`src/rtl/seg_scan_ctrl.sv`:
```
`default_nettype none
// +--------------------------------------------------------------------------+
// | Module   : seg_scan_ctrl                                                 |
// | Purpose  : Multiplexed common-anode 7-segment scan with dead-time blank. |
// |            Define SEG_SCAN_LZB_EN for leading-zero blanking.             |
// | Revision : 1.0                                                           |
// +--------------------------------------------------------------------------+
module seg_scan_ctrl #(
  parameter int NDIGITS = 4,
  parameter int CBITS   = 16,
  parameter int DEAD    = 2
) (
  input  logic                   i_clk,
  input  logic                   i_rst_n,
  input  logic                   i_load,
  input  logic [4*NDIGITS-1:0]   i_val,
  input  logic                   i_hex,
  output logic [3:0]             o_val,
  output logic                   o_hex,
  output logic [NDIGITS-1:0]     o_dig_en,
  output logic                   o_frame
);

  localparam int            IW          = $clog2(NDIGITS);
  localparam logic [0:0]    S_BLANK     = 1'b0;
  localparam logic [0:0]    S_SHOW      = 1'b1;
  localparam logic [3:0]    C_DEAD_LAST = 4'(DEAD - 1);
  localparam logic [IW-1:0] C_LAST_IDX  = IW'(NDIGITS - 1);

  logic [0:0]           r_state;
  logic [0:0]           w_state_nxt;
  logic [4*NDIGITS-1:0] r_pend;
  logic                 r_pend_hex;
  logic [4*NDIGITS-1:0] r_disp;
  logic                 r_disp_hex;
  logic [IW-1:0]        r_idx;
  logic [CBITS-1:0]     r_pre;
  logic [3:0]           r_dcnt;

  logic                 w_blank_end;
  logic                 w_slot_end;
  logic                 w_wrap;
  logic                 w_lz_blank;
  logic [NDIGITS-1:0]   w_dig_en_nxt;
  logic [3:0]           w_val_nxt;
  logic                 w_hex_nxt;

  assign w_blank_end = (r_state == S_BLANK) && (r_dcnt == C_DEAD_LAST);
  assign w_slot_end  = (r_state == S_SHOW) && (&r_pre);
  assign w_wrap      = w_slot_end && (r_idx == C_LAST_IDX);

`ifdef SEG_SCAN_LZB_EN
  // w_upper_zero[d]: every nibble from digit d upward is zero.
  logic [NDIGITS-1:0] w_upper_zero;
  generate
    for (genvar d = 0; d < NDIGITS; d++) begin : g_lz
      assign w_upper_zero[d] = (r_disp[4*NDIGITS-1:4*d] == '0);
    end
  endgenerate
  assign w_lz_blank = (r_idx != '0) && w_upper_zero[r_idx];
`else
  assign w_lz_blank = 1'b0;
`endif

  always_ff @(posedge i_clk or negedge i_rst_n) begin
    if (!i_rst_n) begin
      r_state <= S_BLANK;
    end else begin
      r_state <= w_state_nxt;
    end
  end

  always_comb begin
    w_state_nxt = r_state;
    case (r_state)
      S_BLANK: if (w_blank_end) w_state_nxt = S_SHOW;
      S_SHOW:  if (w_slot_end)  w_state_nxt = S_BLANK;
    endcase
  end

  // Outputs are decoded from the current state and registered, so the anode
  // lags the state by one cycle; o_frame is registered from the wrap edge.
  always_comb begin
    w_dig_en_nxt = '1;
    w_val_nxt    = o_val;
    w_hex_nxt    = o_hex;
    if (r_state == S_SHOW) begin
      w_val_nxt = r_disp[{r_idx, 2'b00} +: 4];
      w_hex_nxt = r_disp_hex;
      if (!w_lz_blank) w_dig_en_nxt[r_idx] = 1'b0;
    end
  end

  always_ff @(posedge i_clk or negedge i_rst_n) begin
    if (!i_rst_n) begin
      r_pend     <= '0;
      r_pend_hex <= 1'b0;
      r_disp     <= '0;
      r_disp_hex <= 1'b0;
      r_idx      <= '0;
      r_pre      <= '0;
      r_dcnt     <= '0;
    end else begin
      if (i_load) begin
        r_pend     <= i_val;
        r_pend_hex <= i_hex;
      end
      if (r_state == S_BLANK) begin
        if (w_blank_end) begin
          r_dcnt <= '0;
          r_pre  <= '0;
        end else begin
          r_dcnt <= r_dcnt + 1'b1;
        end
      end else if (w_slot_end) begin
        r_pre <= '0;
        if (w_wrap) begin
          r_idx      <= '0;
          r_disp     <= r_pend;
          r_disp_hex <= r_pend_hex;
        end else begin
          r_idx <= r_idx + 1'b1;
        end
      end else begin
        r_pre <= r_pre + 1'b1;
      end
    end
  end

  always_ff @(posedge i_clk or negedge i_rst_n) begin
    if (!i_rst_n) begin
      o_dig_en <= '1;
      o_val    <= '0;
      o_hex    <= 1'b0;
      o_frame  <= 1'b0;
    end else begin
      o_dig_en <= w_dig_en_nxt;
      o_val    <= w_val_nxt;
      o_hex    <= w_hex_nxt;
      o_frame  <= w_wrap;
    end
  end

endmodule
`default_nettype wire
```
`config.mk`:
```
export PLATFORM = sky130hd
export DESIGN_NAME = seg_scan_ctrl
export DESIGN_NICKNAME = d
export VERILOG_FILES = /design/src/rtl/seg_scan_ctrl.sv
export SDC_FILE = /design/constraint.sdc
export NUM_CORES = 1
export LEC_CHECK = 0
export ABC_CLOCK_PERIOD_IN_PS = 4340
export BUFFER_PORTS_ARGS = -buffer_cell sky130_fd_sc_hd__buf_2
export CAP_MARGIN = 20
export CORE_MARGIN = 2
export CORE_UTILIZATION = 45
export CTS_CLUSTER_DIAMETER = 80
export DETAILED_ROUTE_END_ITERATION = 8
export PLACE_DENSITY_LB_ADDON = 0.12
export SETUP_SLACK_MARGIN = 0.5
export SLEW_MARGIN = 0
export SYNTH_ARGS = -nofsm -noshare
export SYNTH_HDL_FRONTEND = slang
export SYNTH_SLANG_ARGS = --single-unit
```
`constraint.sdc`:
```
create_clock -name i_clk -period 4.34 [get_ports i_clk]
set_clock_uncertainty 0.1 [all_clocks]
set_input_delay 0 -clock i_clk [delete_from_list [all_inputs] [get_ports i_clk]]
set_output_delay 0 -clock i_clk [all_outputs]
set_load 0.02 [all_outputs]
```
==> results of run 1 <==
-- power by group through the flow --
stage          combinational [uW]  sequential [uW]  clock [uW]
2_1_floorplan                19.4              657           0
3_3_place_gp                 41.0              660           0
3_5_place_dp                 42.0              661           0
4_1_cts                      54.2              648         499
5_1_grt                      59.5              651         529
6_report                     52.7              648         478
-- metal layers --
metal | global-route usage | vias up | wire (um)
li1 | - | 943 | -
met1 | 0.204 | 928 | 2440
met2 | 0.238 | 35 | 2380
met3 | 0.0505 | 9 | 187
met4 | 0.0554 | 0 | 80
met5 | 0 | - | 0
-- registers in the layout, summed over array words and instances, names as in the netlist --
name,count
o_hex,1
r_pend_hex,1
r_idx,2
o_frame,1
r_disp,16
r_disp_hex,1
r_pend,16
o_dig_en,4
r_pre,16
r_dcnt,4
r_state,1
o_val,4
-- logic make-up after synthesis --
kind of cell / after synthesis / share of synthesized area
adders and majority gates: 7 / 0.0286
and+or+nand+nor: 47 / 0.0960
AOI/OAI and AO/OA: 39 / 0.0931
buffers and inverters: 21 / 0.0294
xor gates and xnor gates: 3 / 0.00858
DFF: 67 / 0.549
muxes: 46 / 0.196
-- worst max-delay path, cell delays in order (launching register included) --
cell and delay [ns]:
dfrtp_1 0.40, ha_1 0.26, nand4_4 0.21, nor3_4 0.28, nand4_4 0.38, mux2_4 0.45
-- per-stage QoR --
step	hold slack (ns)	total power (uW)	cells	worst slack, ns
after CTS	0.0651	1200	364	2.12
after global placement	0.131	701	330	2.17
final	0.0797	1180	364	2.13
after detailed placement	0.135	703	330	2.13
after floorplan	-0.396	677	230	2.41
after global routing	0.0739	1240	364	1.99
-- path summary, 6_finish.rpt --
check,startpoint,endpoint,cells after the start
max in group asynchronous,i_rst_n,r_pend[11]$_DFFE_PN0P_,3
worst min register to register,r_dcnt[3]$_DFFE_PN0N_,r_dcnt[3]$_DFFE_PN0N_,1
worst min-delay path,i_load,r_pend[15]$_DFFE_PN0P_,2
min in group asynchronous,i_rst_n,r_dcnt[3]$_DFFE_PN0N_,3
worst max-delay path,r_pre[0]$_DFFE_PN0P_,r_disp[11]$_DFFE_PN0P_,5
worst max register to register,r_pre[0]$_DFFE_PN0P_,r_disp[11]$_DFFE_PN0P_,5
-- what timing repair did --
action,4_1_cts,5_1_grt
endpoints found under the hold margin,80,0
hold buffers,18,0
buffers inserted,0,0
-- layout make-up --
class / instances / area, sq um / area share
clock buffer: 10 / 138 / 0.0379
clock inverter: 6 / 48.8 / 0.0134
inverter: 11 / 41.3 / 0.0114
multi-input combinational: 142 / 1290 / 0.356
sequential: 67 / 1680 / 0.463
tap: 80 / 100 / 0.0275
timing repair buffer: 48 / 333 / 0.0916
-- cell usage in the layout (no fill, tap or decap), types with 2 or more instances in the layout --
cell type,Yosys,final
o211ai_1,2,2
ha_1,7,7
a21oi_1,4,4
dfstp_2,4,4
and3_1,2,2
inv_1,11,11
nand2b_1,2,2
a31oi_1,4,4
o21ai_0,14,14
clkbuf_8,0,10
dlygate4sd3_1,0,18
mux2_2,31,31
mux4_2,4,4
or3_1,2,2
clkinvlp_4,0,3
o41a_1,3,3
nand2_1,17,17
o31a_1,2,2
a22o_1,2,2
buf_2,3,29
mux2_4,10,10
dfrtp_1,63,63
nor2_1,4,4
nand4_4,3,3
xnor2_1,2,2
inv_6,0,2
nand3_1,7,7
nand4_1,2,2
==> summary.txt, run 1 <==
Die
  – Core area: 0.00668 sq mm
  – IO Pins: 30
  – Chip height: 86.5 um
  – Die width: 86.5 um
  – # rows: 30
  – Initial Util: 0.459
  – Die area: 0.00749 sq mm

Critical path
  – CP endpoint kind: flop
  – Critical Path Start Type: flop
  – Worst-path maximum fanout: 17
  – Reg-to-reg setup timing slack: 2.13 ns
  – WS Path Type: flop to flop
  – Required time worst endpoint: 4.46 ns
  – Critical Path AT: 2.33 ns

Logic synthesis
  – Commonest cells in the netlist: 63 x dfrtp_1, 31 x mux2_2, 17 x nand2_1
  – Seq/Total Area, Yosys: 0.549
  – Ys async rst share: 1.00
  – Mapped Cells: 230
  – Seq cells post-synth: 67
  – Post-synthesis area per instance: 13.3 sq um
  – Post-Syn Area: 0.00306 sq mm
  – Yosys warns: 0
  – Number of enable flip-flop cells after synthesis: 0
  – Cell variety after synth: 45
  – Most common cell in the synthesized netlist: dfrtp_1
  – Synth top area share: 0.514
  – Top FF cell, synth: dfrtp_1
  – Largest area contributor in the netlist: dfrtp_1
  – Top area cells in the synthesized netlist: dfrtp_1 51%, mux2_2 11%, mux2_4 4.9%
  – Syn Nets: 257

Global route
  – Vias in the first global route: 1890
  – GR Util All Layers: 0.154
  – First-pass GRT wire length: 8890 um
  – Largest net degree at the start of global routing: 68
  – Gr ovfl total: 0
  – Initial antenna violation count: 0

Status
  – Outcome: completed

STA
  – Period utilisation layout: 0.510
  – Final TNS setup: 0 ns
  – Worst-margin pin slew: 0.861 ns
  – Final setup fails: 0
  – Hold violation total from the final report: 0
  – Max Clock Freq: 0.452 GHz
  – RSZ-0062 raised after global routing: no
  – Fin. max-slew vios: 0
  – Headroom to the max-slew limit: 0.426
  – Post-route minimum period: 2.21 ns

Clocking
  – Worst-Skew Late Latency: 0.34 ns
  – CTS tree: done
  – Post_cts resized: 0
  – Root buffer cell: clkbuf_8
  – Clock buffer count from CTS: 9
  – CTS Buffer Depth: 2
  – CTS sink cnt: 67
  – H-tree depth: 3
  – CTS clock-pin slew for the worst setup and hold paths: 0.08 ns

Power and ir drop
  – Worst IR drop on VDD: 0.270 mV
  – NetSw: 279 uW
  – Combinational power share: 0.045
  – Clock Power Share: 0.405
  – Internal: 899 uW
  – Reg power frac: 0.550
  – Leak Pwr: 0.00171 uW
  – P per Cell Area: 324 mW/mm^2
  – Switch share: 0.237

Placed design
  – Port Buf Inserts: 29
  – GPL Wtd Cong: 0.717
  – DP Area: 0.00327 sq mm
  – HPWL after DPL: 3360 um

Detailed routing
  – DRC: 0
  – Drt pass-1 iters: 5
  – ANT nets after route: 0
  – DR WL/cell: 14.0 um
  – Vias per inst: 5.26
  – DR vias: 1915
  – Wirelength, routed: 5090 um
  – Number of DRC markers in iteration 0: 101

Cells and area
  – Final core utilization: 0.544
  – # fillers: 583
  – ANT cells: 0
  – Net count reported at finish: 306
  – Area Overhead vs Synth: 18.6%
  – Share of layout cells above drive strength 1: 0.359
  – Final instance area: 0.00363 sq mm

Min path
  – HP Class: input pin to flop

Run
  – Max cap viols: 0
(Power assumes the default switching activity.)
==> inputs of run 2 (changes only) <==
Settings changed: ABC_CLOCK_PERIOD_IN_PS 4340 to 2000.
Clock period 4.34 ns to 2 ns, I/O delays scaled along.
==> summary.txt, run 2 (synthesized netlist as in run 1, its figures left out) <==
Global route
  – Gr ovfl total: 0
  – GR Util All Layers: 0.170
  – Initial antenna violation count: 0
  – Vias in the first global route: 2063
  – Largest net degree at the start of global routing: 68
  – First-pass GRT wire length: 9810 um

Status
  – Outcome: completed

Cells and area
  – # fillers: 553
  – Net count reported at finish: 337
  – Area Overhead vs Synth: 32.5%
  – Commonest non-fill, non-tap cell in the layout: dfrtp_1
  – Final instance area: 0.00406 sq mm
  – ANT cells: 0
  – Share of layout cells above drive strength 1: 0.476
  – Final core utilization: 0.607
  – Biggest registers after layout: r_disp: 16 flops, r_pend: 16 flops, r_pre: 16 flops
  – Most frequent cells in the layout: 59 x dfrtp_1, 29 x buf_2, 28 x mux2_2

Die
  – Initial Util: 0.459
  – Die area: 0.00749 sq mm
  – # rows: 30
  – Chip height: 86.5 um
  – IO Pins: 30
  – Core area: 0.00668 sq mm
  – Die width: 86.5 um

STA
  – RSZ-0062 raised after global routing: yes
  – Fin. max-slew vios: 0
  – Period utilisation layout: 0.899
  – Hold violation total from the final report: 0
  – Worst Hold Slack: 0.0726 ns
  – Max Clock Freq: 0.556 GHz
  – Final setup fails: 0
  – Worst-margin pin slew: 0.368 ns
  – Post-route minimum period: 1.80 ns
  – Headroom to the max-slew limit: 0.755
  – Final TNS setup: 0 ns

Detailed routing
  – DR WL/cell: 14.5 um
  – Vias per inst: 5.21
  – Drt pass-1 iters: 4
  – Number of DRC markers in iteration 0: 94
  – DRC: 0
  – Wirelength, routed: 5720 um
  – ANT nets after route: 0
  – DR vias: 2059

Clocking
  – Root buffer cell: clkbuf_8
  – CTS clock-pin slew for the worst setup and hold paths: 0.07 ns
  – CTS sink cnt: 67
  – Clock buffer count from CTS: 9
  – Worst-Skew Late Latency: 0.34 ns
  – H-tree depth: 3
  – CTS Buffer Depth: 2
  – CTS tree: done

Power and ir drop
  – Switch share: 0.224
  – Combinational power share: 0.044
  – Leak Pwr: 0.00193 uW
  – Internal: 2070 uW
  – Reg power frac: 0.527
  – Clock Power Share: 0.429
  – P per Cell Area: 657 mW/mm^2
  – NetSw: 598 uW
  – Worst IR drop on VDD: 0.353 mV

Critical path
  – WS Path Type: flop to flop
  – Reg-to-reg setup timing slack: 0.20 ns
  – Critical Path AT: 1.92 ns
  – CP endpoint kind: flop
  – Required time worst endpoint: 2.12 ns
  – Critical Path Start Type: flop
  – Worst-path maximum fanout: 8

Min path
  – HP Class: input pin to flop

Run
  – Max cap viols: 0

Placed design
  – DP Area: 0.00341 sq mm
  – HPWL after DPL: 3540 um
  – GPL Wtd Cong: 0.747
  – Port Buf Inserts: 29
-- run 2: cell count changes in the layout (fill, tap and decap cells not counted), moves of 3 or more --
cell | before | now
buf_4 | 1 | 22
o21ai_0 | 14 | 6
buf_6 | 0 | 7
o21ai_1 | 0 | 7
dfrtp_1 | 63 | 59
dfrtp_2 | 0 | 4
mux2_2 | 31 | 28
mux2_4 | 10 | 13
-- run 2: worst paths after layout --
kind | to | cells past startpoint | startpoint
worst min register to register | r_dcnt[3]$_DFFE_PN0N_ | 1 | r_dcnt[3]$_DFFE_PN0N_
max in group asynchronous | o_dig_en[1]$_DFF_PN1_ | 3 | i_rst_n
min in group asynchronous | r_pre[6]$_DFFE_PN0P_ | 3 | i_rst_n
worst min-delay path | r_pend[8]$_DFFE_PN0P_ | 2 | i_load
worst max register to register | r_pre[10]$_DFFE_PN0P_ | 6 | r_pre[0]$_DFFE_PN0P_
worst max-delay path | r_pre[10]$_DFFE_PN0P_ | 6 | r_pre[0]$_DFFE_PN0P_
-- run 2: through the flow --
| stage | std cells | setup slack, ns | total power, uW |
|---|---|---|---|
| 2_1_floorplan | 230 | 0.114 | 1470 |
| 3_3_place_gp | 342 | 0.0886 | 1530 |
| 3_5_place_dp | 342 | 0.0623 | 1530 |
| 4_1_cts | 388 | 0.198 | 2710 |
| 5_1_grt | 395 | 0.125 | 2780 |
| 6_report | 395 | 0.201 | 2670 |
-- run 2: what timing repair did --
action                                  CTS  global route
endpoints found under the hold margin    84             0
endpoints found under the setup margin   41            41
gates resized for setup                  12            18
hold buffers                             18             0
setup buffers                            11             7
gates cloned                              1             0
pin swaps                                 6             4
-- run 2: layout make-up --
cell class	count	area [sq um]	area share
clock buffer	10	138	0.0339
clock inverter	6	63.8	0.0157
inverter	11	41.3	0.0102
multi-input combinational	143	1420	0.350
sequential	67	1690	0.416
tap	80	100	0.0247
timing repair buffer	78	609	0.150
-- run 2: power groups by stage --
stage | Sequential, uW | Clock (uW) | Combinational, uW
after floorplan | 1430 | 0 | 42.1
after global placement | 1430 | 0 | 93.2
after detailed placement | 1430 | 0 | 95.0
after CTS | 1410 | 1180 | 122
after global routing | 1410 | 1240 | 133
final | 1410 | 1140 | 118
-- run 2: critical path: stages, from the launching register on --
cell and delay [ns]:
dfrtp_1 0.40, ha_4 0.17, nand4_4 0.19, buf_4 0.21, o41a_1 0.40, o21ai_1 0.13, o21ai_1 0.08
-- run 2: layer usage --
metal  vias to the layer above  part of all wire  track usage
met5                         -                 0            0
met4                         0             0.016       0.0724
met3                         9             0.032       0.0486
met2                        28              0.47        0.255
met1                      1018              0.48        0.231
li1                       1004                 -            -
==> inputs of run 3 (changes only) <==
Settings changed: CELL_PAD_IN_SITES_DETAIL_PLACEMENT from default to 1, CELL_PAD_IN_SITES_GLOBAL_PLACEMENT from default to 1, CORE_UTILIZATION 45 to 43.
==> summary.txt, run 3 (synthesized netlist as in run 1, its figures left out) <==
Global route
  – Top Usage Layer GRT: met2
  – GRT met2 Usage: 0.329
  – GR Util All Layers: 0.197
  – Vias in the first global route: 2295
  – Gr ovfl total: 0
  – Met1 GRT Util: 0.248
  – Initial antenna violation count: 0
  – M3 GR Usage: 0.0550
  – Largest net degree at the start of global routing: 68
  – First-pass GRT wire length: 11500 um

Placed design
  – HPWL after DPL: 4110 um
  – DP Area: 0.00342 sq mm
  – Port Buf Inserts: 29
  – GPL Wtd Cong: 0.748

STA
  – Post-route minimum period: 1.88 ns
  – Max Clock Freq: 0.533 GHz
  – Hold violation total from the final report: 0
  – Final setup fails: 0
  – Fin. max-slew vios: 0
  – RSZ-0062 raised after global routing: yes
  – Worst-margin pin slew: 0.400 ns
  – Period utilisation layout: 0.938
  – Headroom to the max-slew limit: 0.733
  – Final TNS setup: 0 ns

Critical path
  – WS Path Type: flop to flop
  – Top delay family on crit path: compound AO/OA/AOI/OAI gates
  – Critical Path Start Type: flop
  – Worst-path maximum fanout: 5
  – Max stage delay cell, worst path: o41a_1
  – Critical Path AT: 2.00 ns
  – Reg-to-reg setup timing slack: 0.12 ns
  – Required time worst endpoint: 2.12 ns
  – Reg-to-Reg Start: r_pre[1]$_DFFE_PN0P_
  – CP endpoint kind: flop
  – Cell Chain, Critical Path: ha_4 > nand4_4 > buf_4 > buf_6 > o41a_1 > o21ai_1 > o21ai_1
  – Number of buffers and inverters on the critical path: 2
  – Crit-path most repeated cell: o21ai_1
  – R2r endpoint: r_pre[10]$_DFFE_PN0P_
  – Worst reg2reg path depth: 7
  – Slowest cell delay on critical path: 0.41 ns

Min path
  – Hold_sp: i_load
  – HP Class: input pin to flop
  – Hold path cells: 2
  – Hold Path Sink: r_pend_hex$_DFFE_PN0P_

Cells and area
  – Commonest non-fill, non-tap cell in the layout: dfrtp_1
  – Final instance area: 0.00403 sq mm
  – ANT cells: 0
  – Share of layout cells above drive strength 1: 0.451
  – Most frequent cells in the layout: 61 x dfrtp_1, 29 x mux2_2, 29 x buf_2
  – Biggest registers after layout: r_disp: 16 flops, r_pend: 16 flops, r_pre: 16 flops
  – Area Overhead vs Synth: 31.5%
  – Net count reported at finish: 331

Detailed routing
  – DR vias: 2124
  – ANT nets after route: 0
  – Number of DRC markers in iteration 0: 66
  – Wirelength, routed: 6790 um
  – DRC: 0
  – Drt pass-1 iters: 5
  – Vias per inst: 5.26
  – DR WL/cell: 16.8 um

Die
  – Die area: 0.00782 sq mm
  – IO Pins: 30
  – Die width: 88.4 um
  – Chip height: 88.4 um
  – Initial Util: 0.449
  – # rows: 30
  – Core area: 0.00683 sq mm

Clocking
  – Root buffer cell: clkbuf_8
  – CTS Buffer Depth: 2
  – H-tree depth: 3
  – CTS clock-pin slew for the worst setup and hold paths: 0.08 ns
  – CTS tree: done
  – CTS sink cnt: 67
  – Clock buffer count from CTS: 9
  – Worst-Skew Late Latency: 0.35 ns

Power and ir drop
  – Worst IR drop on VDD: 0.513 mV
  – Leak Pwr: 0.00188 uW
  – P per Cell Area: 721 mW/mm^2

Status
  – Outcome: completed

Run
  – Max cap viols: 0
==> run 3: changes by cell type in the layout (fill, tap and decap cells not counted), moves of 2 or more <==
cell and delta:
clkinv_4 +2, dfrtp_2 -2, buf_6 -5, dfrtp_1 +2, o21ai_0 +2, bufinv_16 +2, clkinv_2 -2
==> run 3: area by class of cell <==
cell class	count	area (sq um)
Multi-Input combinational cell	143	1400
Tap cell	96	120
Clock inverter	6	115
Fill cell	696	2800
Inverter	11	41.3
Clock buffer	9	124
Sequential cell	67	1680
Timing Repair Buffer	72	546
==> run 3: through the flow <==
stage / util / instances / total power [uW] / worst slack [ns] / hold WS (ns)
3_5_place_dp: 0.501 / 357 / 1530 / 0.0653 / -0.0521
4_1_cts: 0.581 / 401 / 2940 / 0.158 / 0.0814
2_1_floorplan: - / 230 / 1470 / 0.114 / -0.396
5_1_grt: 0.590 / 404 / 3020 / 0.0695 / 0.0846
3_3_place_gp: 0.501 / 357 / 1530 / 0.115 / -0.0518
6_report: 0.590 / 404 / 2900 / 0.124 / 0.0825
==> run 3: what timing repair did <==
action                                  CTS  global route
pin swaps                                 2             3
endpoints found under the setup margin   43            43
hold endpoints to repair                 84             0
gates resized for setup                  11             8
hold buffers                             18             0
cloned                                    1             0
setup buffers                            10             3
==> run 3: worst reg2reg max path, cell delays in order, from the launching register on <==
cell and delay [ns]:
dfrtp_1 0.40, ha_4 0.17, nand4_4 0.14, buf_4 0.18
buf_6 0.12, o41a_1 0.41, o21ai_1 0.16, o21ai_1 0.09
==> run 3: worst max path at each step <==
stage | startpoint | endpoint | slack (ns) | depth (start not counted)
final | r_pre[1]$_DFFE_PN0P_ | r_pre[10]$_DFFE_PN0P_ | 0.12 | 7
after CTS | r_pre[1]$_DFFE_PN0P_ | r_disp[13]$_DFFE_PN0P_ | 0.16 | 6
after global placement | r_pre[7]$_DFFE_PN0P_ | r_pre[5]$_DFFE_PN0P_ | 0.12 | 4
after global routing | r_pre[0]$_DFFE_PN0P_ | r_pre[10]$_DFFE_PN0P_ | 0.07 | 7
after detailed placement | r_pre[1]$_DFFE_PN0P_ | r_disp[13]$_DFFE_PN0P_ | 0.07 | 6
after floorplan | r_pre[1]$_DFFE_PN0P_ | r_disp[10]$_DFFE_PN0P_ | 0.11 | 6
==> run 3: power by group <==
group | leakage (uW) | internal, uW | switching [uW]
sequential | 0.000852 | 1390 | 17.8
clock | 0.000115 | 825 | 549
combinational | 0.000914 | 71.0 | 50.8
total | 0.00188 | 2290 | 618
==> run 3: per-layer routing <==
metal	share of wire	vias to the layer above	wire length [um]
met1	0.43	1102	2890
met3	0.020	5	139
met5	0	-	0
met4	0.0087	0	59
li1	-	995	-
met2	0.54	22	3700
